**config.mk**
```make
export PLATFORM = sky130hd
export DESIGN_NAME = maxp_core_flat
export DESIGN_NICKNAME = d
export VERILOG_FILES = /design/src/rtl/maxp_core_pkg.sv /design/src/rtl/maxp_core_if.sv /design/src/rtl/maxp_dly.sv /design/src/rtl/maxp_core.sv /design/src/flat_wrapper.sv
export SDC_FILE = /design/constraint.sdc
export NUM_CORES = 2
export LEC_CHECK = 0
export ABC_AREA = 1
export CORE_MARGIN = 2
export CORE_UTILIZATION = 55
export DETAILED_ROUTE_END_ITERATION = 8
export DONT_BUFFER_PORTS = 1
export GPL_TIMING_DRIVEN = 0
export MAX_ROUTING_LAYER = met4
export PLACE_DENSITY = 0.79
export SETUP_SLACK_MARGIN = 0.2
export SLEW_MARGIN = 20
export SYNTH_ARGS = -nofsm -noshare
export SYNTH_HDL_FRONTEND = slang
export SYNTH_SLANG_ARGS = --single-unit
```
**constraint.sdc**
```tcl
create_clock -name clk -period 2.6 [get_ports clk]
set_input_delay 0.65 -clock clk [delete_from_list [all_inputs] [get_ports clk]]
set_output_delay 0.65 -clock clk [all_outputs]
set_load 0.1 [all_outputs]
```
**src/rtl/maxp_core_pkg.sv**
```systemverilog
// Shared widths, types and helpers for the max-pool datapath.
package maxp_core_pkg;

  localparam int unsigned DATA_SIZE  = 16;
  localparam int unsigned LOOP_BIT   = 8;
  localparam int unsigned ADDR_BIT   = 16;
  localparam int unsigned RD_LAT_DEF = 1;
  // valid, first, last, final + output address
  localparam int unsigned FLAG_W     = 4 + ADDR_BIT;

  typedef logic [ADDR_BIT-1:0]         addr_t;
  typedef logic [DATA_SIZE-1:0]        size_t;
  typedef logic [LOOP_BIT-1:0]         idx_t;
  typedef logic signed [DATA_SIZE-1:0] data_t;

  // Per-element control that travels alongside the read data.
  typedef struct packed {
    logic  valid;
    logic  first;
    logic  last;
    logic  fin;    // last element of the last window of the last map
    addr_t oaddr;
  } flag_t;

  // Signed max; on a tie the current accumulator is kept.
  function automatic data_t smax(data_t acc, data_t val);
    return (val > acc) ? val : acc;
  endfunction

endpackage

```
**src/rtl/maxp_core_if.sv**
```systemverilog
// Index/size inputs plus input-buffer read and output-buffer write ports.
interface maxp_core_if;
  import maxp_core_pkg::*;

  logic  en;
  size_t M;
  size_t nIR;
  size_t nIC;
  size_t nOR;
  size_t nOC;
  size_t MP;
  idx_t  mm;
  idx_t  niro;
  idx_t  nico;
  idx_t  ii;
  idx_t  jj;
  logic  rd_en;
  addr_t rd_addr;
  data_t rd_data;
  logic  wr_en;
  addr_t wr_addr;
  data_t wr_data;
  logic  done;

  modport master (
    output en, M, nIR, nIC, nOR, nOC, MP, mm, niro, nico, ii, jj, rd_data,
    input  rd_en, rd_addr, wr_en, wr_addr, wr_data, done
  );

  modport slave (
    input  en, M, nIR, nIC, nOR, nOC, MP, mm, niro, nico, ii, jj, rd_data,
    output rd_en, rd_addr, wr_en, wr_addr, wr_data, done
  );

endinterface

```
**src/rtl/maxp_dly.sv**
```systemverilog
// WIDTH x DEPTH shift register with asynchronous active-low clear.
module maxp_dly #(
  parameter int unsigned WIDTH = 1,
  parameter int unsigned DEPTH = 1
) (
  input  logic             clk_i,
  input  logic             rst_ni,
  input  logic [WIDTH-1:0] d_i,
  output logic [WIDTH-1:0] q_o
);

  logic [WIDTH-1:0] sr_q [DEPTH];

  // Shift every cycle; bubbles travel as whatever is presented on d_i.
  always_ff @(posedge clk_i or negedge rst_ni) begin
    if (!rst_ni) begin
      for (int i = 0; i < DEPTH; i++) sr_q[i] <= '0;
    end else begin
      sr_q[0] <= d_i;
      for (int i = 1; i < DEPTH; i++) sr_q[i] <= sr_q[i-1];
    end
  end

  assign q_o = sr_q[DEPTH-1];

endmodule

```
**src/rtl/maxp_core.sv**
```systemverilog
// Max-pool datapath: turns loop indices into buffer reads, takes the max over
// each MP x MP window and writes one result per window.
// Build option: define MAXP_RELU_EN to clamp negative results to zero.
module maxp_core
  import maxp_core_pkg::*;
#(
  parameter int unsigned RD_LAT = RD_LAT_DEF
) (
  input logic        clk,
  input logic        rst,
  maxp_core_if.slave bus
);

  addr_t in_row;
  addr_t in_col;
  addr_t rd_addr_d;
  addr_t rd_addr_q;
  logic  rd_en_q;
  flag_t flag_d;
  flag_t flag_q;
  data_t acc_q;
  data_t acc_cur;
  data_t wr_data_d;
  data_t wr_data_q;
  addr_t wr_addr_q;
  logic  wr_en_q;
  logic  done_q;
  logic  in_win_q;
  logic  take;

  // Stage 0: address arithmetic and window-position flags.
  always_comb begin
    in_row    = addr_t'(bus.niro) * addr_t'(bus.MP) + addr_t'(bus.ii);
    in_col    = addr_t'(bus.nico) * addr_t'(bus.MP) + addr_t'(bus.jj);
    rd_addr_d = (addr_t'(bus.mm) * addr_t'(bus.nIR) + in_row) * addr_t'(bus.nIC) + in_col;

    flag_d.valid = bus.en;
    flag_d.first = (bus.ii == '0) && (bus.jj == '0);
    flag_d.last  = (size_t'(bus.ii) == bus.MP - size_t'(1)) &&
                   (size_t'(bus.jj) == bus.MP - size_t'(1));
    flag_d.fin   = flag_d.last &&
                   (size_t'(bus.mm)   == bus.M   - size_t'(1)) &&
                   (size_t'(bus.niro) == bus.nOR - size_t'(1)) &&
                   (size_t'(bus.nico) == bus.nOC - size_t'(1));
    flag_d.oaddr = (addr_t'(bus.mm) * addr_t'(bus.nOR) + addr_t'(bus.niro)) *
                   addr_t'(bus.nOC) + addr_t'(bus.nico);
  end

  // Read strobe follows en; the address holds while idle.
  always_ff @(posedge clk or negedge rst) begin
    if (!rst) begin
      rd_en_q   <= 1'b0;
      rd_addr_q <= '0;
    end else begin
      rd_en_q <= bus.en;
      if (bus.en) rd_addr_q <= rd_addr_d;
    end
  end

  // One stage for the read request plus RD_LAT for the buffer itself.
  maxp_dly #(
    .WIDTH (FLAG_W),
    .DEPTH (RD_LAT + 1)
  ) u_dly (
    .clk_i  (clk),
    .rst_ni (rst),
    .d_i    (flag_d),
    .q_o    (flag_q)
  );

  // Running max including the element arriving now, plus the value to write.
  always_comb begin
    acc_cur = flag_q.first ? bus.rd_data : smax(acc_q, bus.rd_data);
    // Stray tail elements of a window cut short by reset are ignored.
    take    = flag_q.valid && (flag_q.first || in_win_q);
`ifdef MAXP_RELU_EN
    wr_data_d = acc_cur[DATA_SIZE-1] ? '0 : acc_cur;
`else
    wr_data_d = acc_cur;
`endif
  end

  // Accumulator, window tracking and single-cycle write/done pulses.
  always_ff @(posedge clk or negedge rst) begin
    if (!rst) begin
      acc_q     <= '0;
      in_win_q  <= 1'b0;
      wr_en_q   <= 1'b0;
      done_q    <= 1'b0;
      wr_addr_q <= '0;
      wr_data_q <= '0;
    end else begin
      wr_en_q <= take && flag_q.last;
      done_q  <= take && flag_q.last && flag_q.fin;
      if (take) begin
        acc_q    <= acc_cur;
        in_win_q <= !flag_q.last;
      end
      if (take && flag_q.last) begin
        wr_addr_q <= flag_q.oaddr;
        wr_data_q <= wr_data_d;
      end
    end
  end

  assign bus.rd_en   = rd_en_q;
  assign bus.rd_addr = rd_addr_q;
  assign bus.wr_en   = wr_en_q;
  assign bus.wr_addr = wr_addr_q;
  assign bus.wr_data = wr_data_q;
  assign bus.done    = done_q;

endmodule
```
**src/flat_wrapper.sv**
```systemverilog
// flat-port wrapper written by rule: the top's interface ports become plain ports
module maxp_core_flat import maxp_core_pkg::*;
#(
  parameter int unsigned RD_LAT = RD_LAT_DEF
)
  (clk, rst, bus_en, bus_M, bus_nIR, bus_nIC, bus_nOR, bus_nOC, bus_MP, bus_mm, bus_niro, bus_nico, bus_ii, bus_jj, bus_rd_data, bus_rd_en, bus_rd_addr, bus_wr_en, bus_wr_addr, bus_wr_data, bus_done);
  maxp_core_if bus_i ();
  input logic clk;
  input logic rst;
  input wire logic [$bits(bus_i.en)-1:0] bus_en;
  input wire logic [$bits(bus_i.M)-1:0] bus_M;
  input wire logic [$bits(bus_i.nIR)-1:0] bus_nIR;
  input wire logic [$bits(bus_i.nIC)-1:0] bus_nIC;
  input wire logic [$bits(bus_i.nOR)-1:0] bus_nOR;
  input wire logic [$bits(bus_i.nOC)-1:0] bus_nOC;
  input wire logic [$bits(bus_i.MP)-1:0] bus_MP;
  input wire logic [$bits(bus_i.mm)-1:0] bus_mm;
  input wire logic [$bits(bus_i.niro)-1:0] bus_niro;
  input wire logic [$bits(bus_i.nico)-1:0] bus_nico;
  input wire logic [$bits(bus_i.ii)-1:0] bus_ii;
  input wire logic [$bits(bus_i.jj)-1:0] bus_jj;
  input wire logic [$bits(bus_i.rd_data)-1:0] bus_rd_data;
  output wire logic [$bits(bus_i.rd_en)-1:0] bus_rd_en;
  output wire logic [$bits(bus_i.rd_addr)-1:0] bus_rd_addr;
  output wire logic [$bits(bus_i.wr_en)-1:0] bus_wr_en;
  output wire logic [$bits(bus_i.wr_addr)-1:0] bus_wr_addr;
  output wire logic [$bits(bus_i.wr_data)-1:0] bus_wr_data;
  output wire logic [$bits(bus_i.done)-1:0] bus_done;
  assign bus_i.en = bus_en;
  assign bus_i.M = bus_M;
  assign bus_i.nIR = bus_nIR;
  assign bus_i.nIC = bus_nIC;
  assign bus_i.nOR = bus_nOR;
  assign bus_i.nOC = bus_nOC;
  assign bus_i.MP = bus_MP;
  assign bus_i.mm = bus_mm;
  assign bus_i.niro = bus_niro;
  assign bus_i.nico = bus_nico;
  assign bus_i.ii = bus_ii;
  assign bus_i.jj = bus_jj;
  assign bus_i.rd_data = bus_rd_data;
  assign bus_rd_en = bus_i.rd_en;
  assign bus_rd_addr = bus_i.rd_addr;
  assign bus_wr_en = bus_i.wr_en;
  assign bus_wr_addr = bus_i.wr_addr;
  assign bus_wr_data = bus_i.wr_data;
  assign bus_done = bus_i.done;
  maxp_core #(.RD_LAT(RD_LAT)) u_core (.clk(clk), .rst(rst), .bus(bus_i));
endmodule
```
==> key figures <==
Detailed routing
  – Routed WL: 82.8 mm
  – Drc violations: 0
  – Drt pass-1 iters: 6
  – Initial drt markers: 2,170
  – Wire per inst: 18.3 microns
  – Vias/cell: 5.34
  – Routed Antenna Nets: 0
  – Vias: 24,100

Placed design
  – Port Buf Inserts: 0
  – Placed Area: 29,800 sq um
  – Placed Cells: 4,337
  – Final GP Congestion: 0.966
  – HPWL Detailed: 63.5 mm

Global route
  – Tot GR Track Use: 0.326
  – Initial antenna violation count: 0
  – Largest net degree at the start of global routing: 108
  – Vias in the first global route: 24,700
  – GRT overflow: 0
  – First-pass GRT wire length: 127 mm

Floorplanning
  – Die Height: 227 microns
  – Die area: 51,600 sq um
  – FP Rows: 81
  – Core Area: 49,100 sq um
  – I/O pins: 206
  – Chip width: 227 microns
  – Initial Util: 0.559

Critical path
  – Crit Path Max Fanout: 7
  – Worst EP required: 2.86 ns
  – Register-to-Register Path Depth: 14
  – Startpoint type of the worst setup path: primary input
  – Crit-path most repeated cell: fa_1
  – Worst path max stage delay: 0.60 ns
  – Crit path DAT: 10.67 ns
  – Crit path kind: primary input to flip-flop
  – CP Capture Type: flip-flop
  – Crit-path slowest cell: fa_1

Timing
  – Final setup skew: 0.0128 ns
  – Tcrit/Tclk final: 4.01
  – Hold WS: -0.0168 ns
  – Unrepaired setup endpoints after global routing: yes
  – Post-layout min period: 10.42 ns
  – Worst Max-Slew Pin Slew: 0.996 ns
  – Fmax: 0.0960 GHz
  – # setup viols final: 31
  – Normalized max-slew margin: 0.336
  – Final Hold Fails: 42
  – PnR worst setup slack: -7.82 ns
  – Pins Over Slew Limit: 0

Synth
  – Count of state elements after synthesis: 107
  – Synth top area share: 0.346
  – Syn. warnings: 0
  – Syn Inst Count: 3,673
  – Syn nets: 4,547
  – Area contributors post-synth: fa_1 35%, inv_1 15%, nand2_1 13%, ha_1 11%, dfrtp_1 9.8%
  – Register area share after synthesis: 0.0977
  – Post-Syn Area per Cell: 7.46 sq um
  – Post-synth EDFFs: 0
  – Post-synth top cells: 1,080 x inv_1, 956 x nand2_1, 474 x fa_1
  – Synth async-reset ratio: 1.00
  – Synth Flop Type: dfrtp_1
  – Library cells used by synthesis: 53
  – Post-Syn Area: 27,400 sq um
  – Biggest area consumer among synthesized cells: fa_1
  – Count leader, synth: inv_1

CTS
  – Clock Pin Slew Worst Setup and Hold Paths: 0.08 ns
  – Worst-Skew Late Latency: 0.36 ns
  – Total CTS buffers: 9
  – Clk sinks: 107
  – H-Tree Depth: 3
  – CTS tree: yes
  – Clock Root Buffer: clkbuf_16
  – Clock buffer depth: 2

Final layout
  – Design area: 33,800 sq um
  – Layout Cells excl Fill: 4,517
  – Share of layout cells above drive strength 1: 0.202
  – Area Overhead vs Synth: 23.2%
  – Final nets: 4,722
  – Antenna cells: 0

Outcome
  – Outcome: finished, violations left
  – Failing checks: hold timing, setup timing

Hold path
  – HP Class: primary input to async pin

Flow run
  – Total of max-cap violations: 0
metal layers:
metal,vias to the layer above,track usage,share of wire
li1,10900,-,-
met1,11700,0.400,0.37
met2,1211,0.536,0.48
met3,301,0.0645,0.098
met4,0,0.119,0.050
met5,-,-,0
cell type report:
type                    instances  area [sq um]
multi-input cells            2344         22700
fillers                      3718         15300
inverters                    1088          4130
flip-flops and latches        107          2680
plain buffers                 134          1560
repair buffers                164          1550
well taps                     664           831
clock buffers                   9           225
clock inverters                 7          67.6
critical path, delay by kind of cell:
| family | cells | cell delay, ns |
|---|---|---|
| adders and majority gates | 15 | 7.22 |
| and+or+nand+nor | 10 | 1.06 |
| buffers and inverters | 11 | 0.77 |
| AOI/OAI and AO/OA | 4 | 0.63 |
| xor gates and xnor gates | 2 | 0.33 |
worst paths after layout:
| check | startpoint | to | slack (ns) |
|---|---|---|---|
| min | rst | u_core.bus.rd_addr[2]$_DFFE_PN0P_ | -0.02 |
| max | bus_MP[6] | u_core.bus.rd_addr[15]$_DFFE_PN0P_ | -7.82 |
| max reg2reg | u_core.acc_q[1]$_DFFE_PN0P_ | u_core.acc_q[11]$_DFFE_PN0P_ | 0.19 |
| min reg2reg | u_core.u_dly.sr_q[37]$_DFF_PN0_ | u_core.u_dly.q_o[17]$_DFF_PN0_ | 0.35 |
| min in group clk | bus_en | u_core.bus.rd_en$_DFF_PN0_ | 0.33 |
| max in group asynchronous | rst | u_core.bus.wr_data[14]$_DFFE_PN0P_ | 2.47 |
stage by stage:
step / utilization / setup slack, ns / hold slack [ns] / setup TNS (ns)
3_5_place_dp: 0.607 / -8.86 / 0.335 / -161.28
4_1_cts: 0.658 / -7.80 / -0.0130 / -144.28
3_3_place_gp: 0.607 / -8.79 / 0.332 / -158.54
6_report: 0.688 / -7.82 / -0.0168 / -147.47
5_1_grt: 0.688 / -8.10 / -0.0267 / -152.72
2_1_floorplan: - / -7.43 / 0.331 / -140.09
cell families after synthesis:
family / synth area share
AOI/OAI and AO/OA: 0.0390
xor gates and xnor gates: 0.0440
adders and majority gates: 0.458
buffers and inverters: 0.169
DFF: 0.0977
and+or+nand+nor: 0.192
registers in the layout, summed over array words and instances (netlist names):
name and cells:
u_core.u_dly.q_o 20, u_core.u_dly.sr_q 19, u_core.acc_q 16, u_core.bus.rd_addr 16
u_core.bus.wr_addr 16, u_core.bus.wr_data 16, u_core.bus.done 1, u_core.bus.rd_en 1
u_core.bus.wr_en 1, u_core.in_win_q 1
cells in the final DEF, fill, tap and decap left out, types with 66 or more instances in the layout:
master,count
nand2_2,66
xor2_1,71
inv_2,114
nand2_1,871
nor2_1,115
buf_4,117
inv_1,957
dfrtp_1,107
ha_1,151
ha_4,94
fa_1,457
nand3_1,85
timing repair:
action,4_1_cts,5_1_grt
endpoints found under the hold margin,107,107
buffers inserted,105,55
resized for setup,303,309
pin swaps,187,174
setup endpoints to repair,44,65
gates cloned,1,3
Power is left out: the tool's default activity adds up to more than one toggle a clock period on the data nets, which glitch-free logic cannot reach.
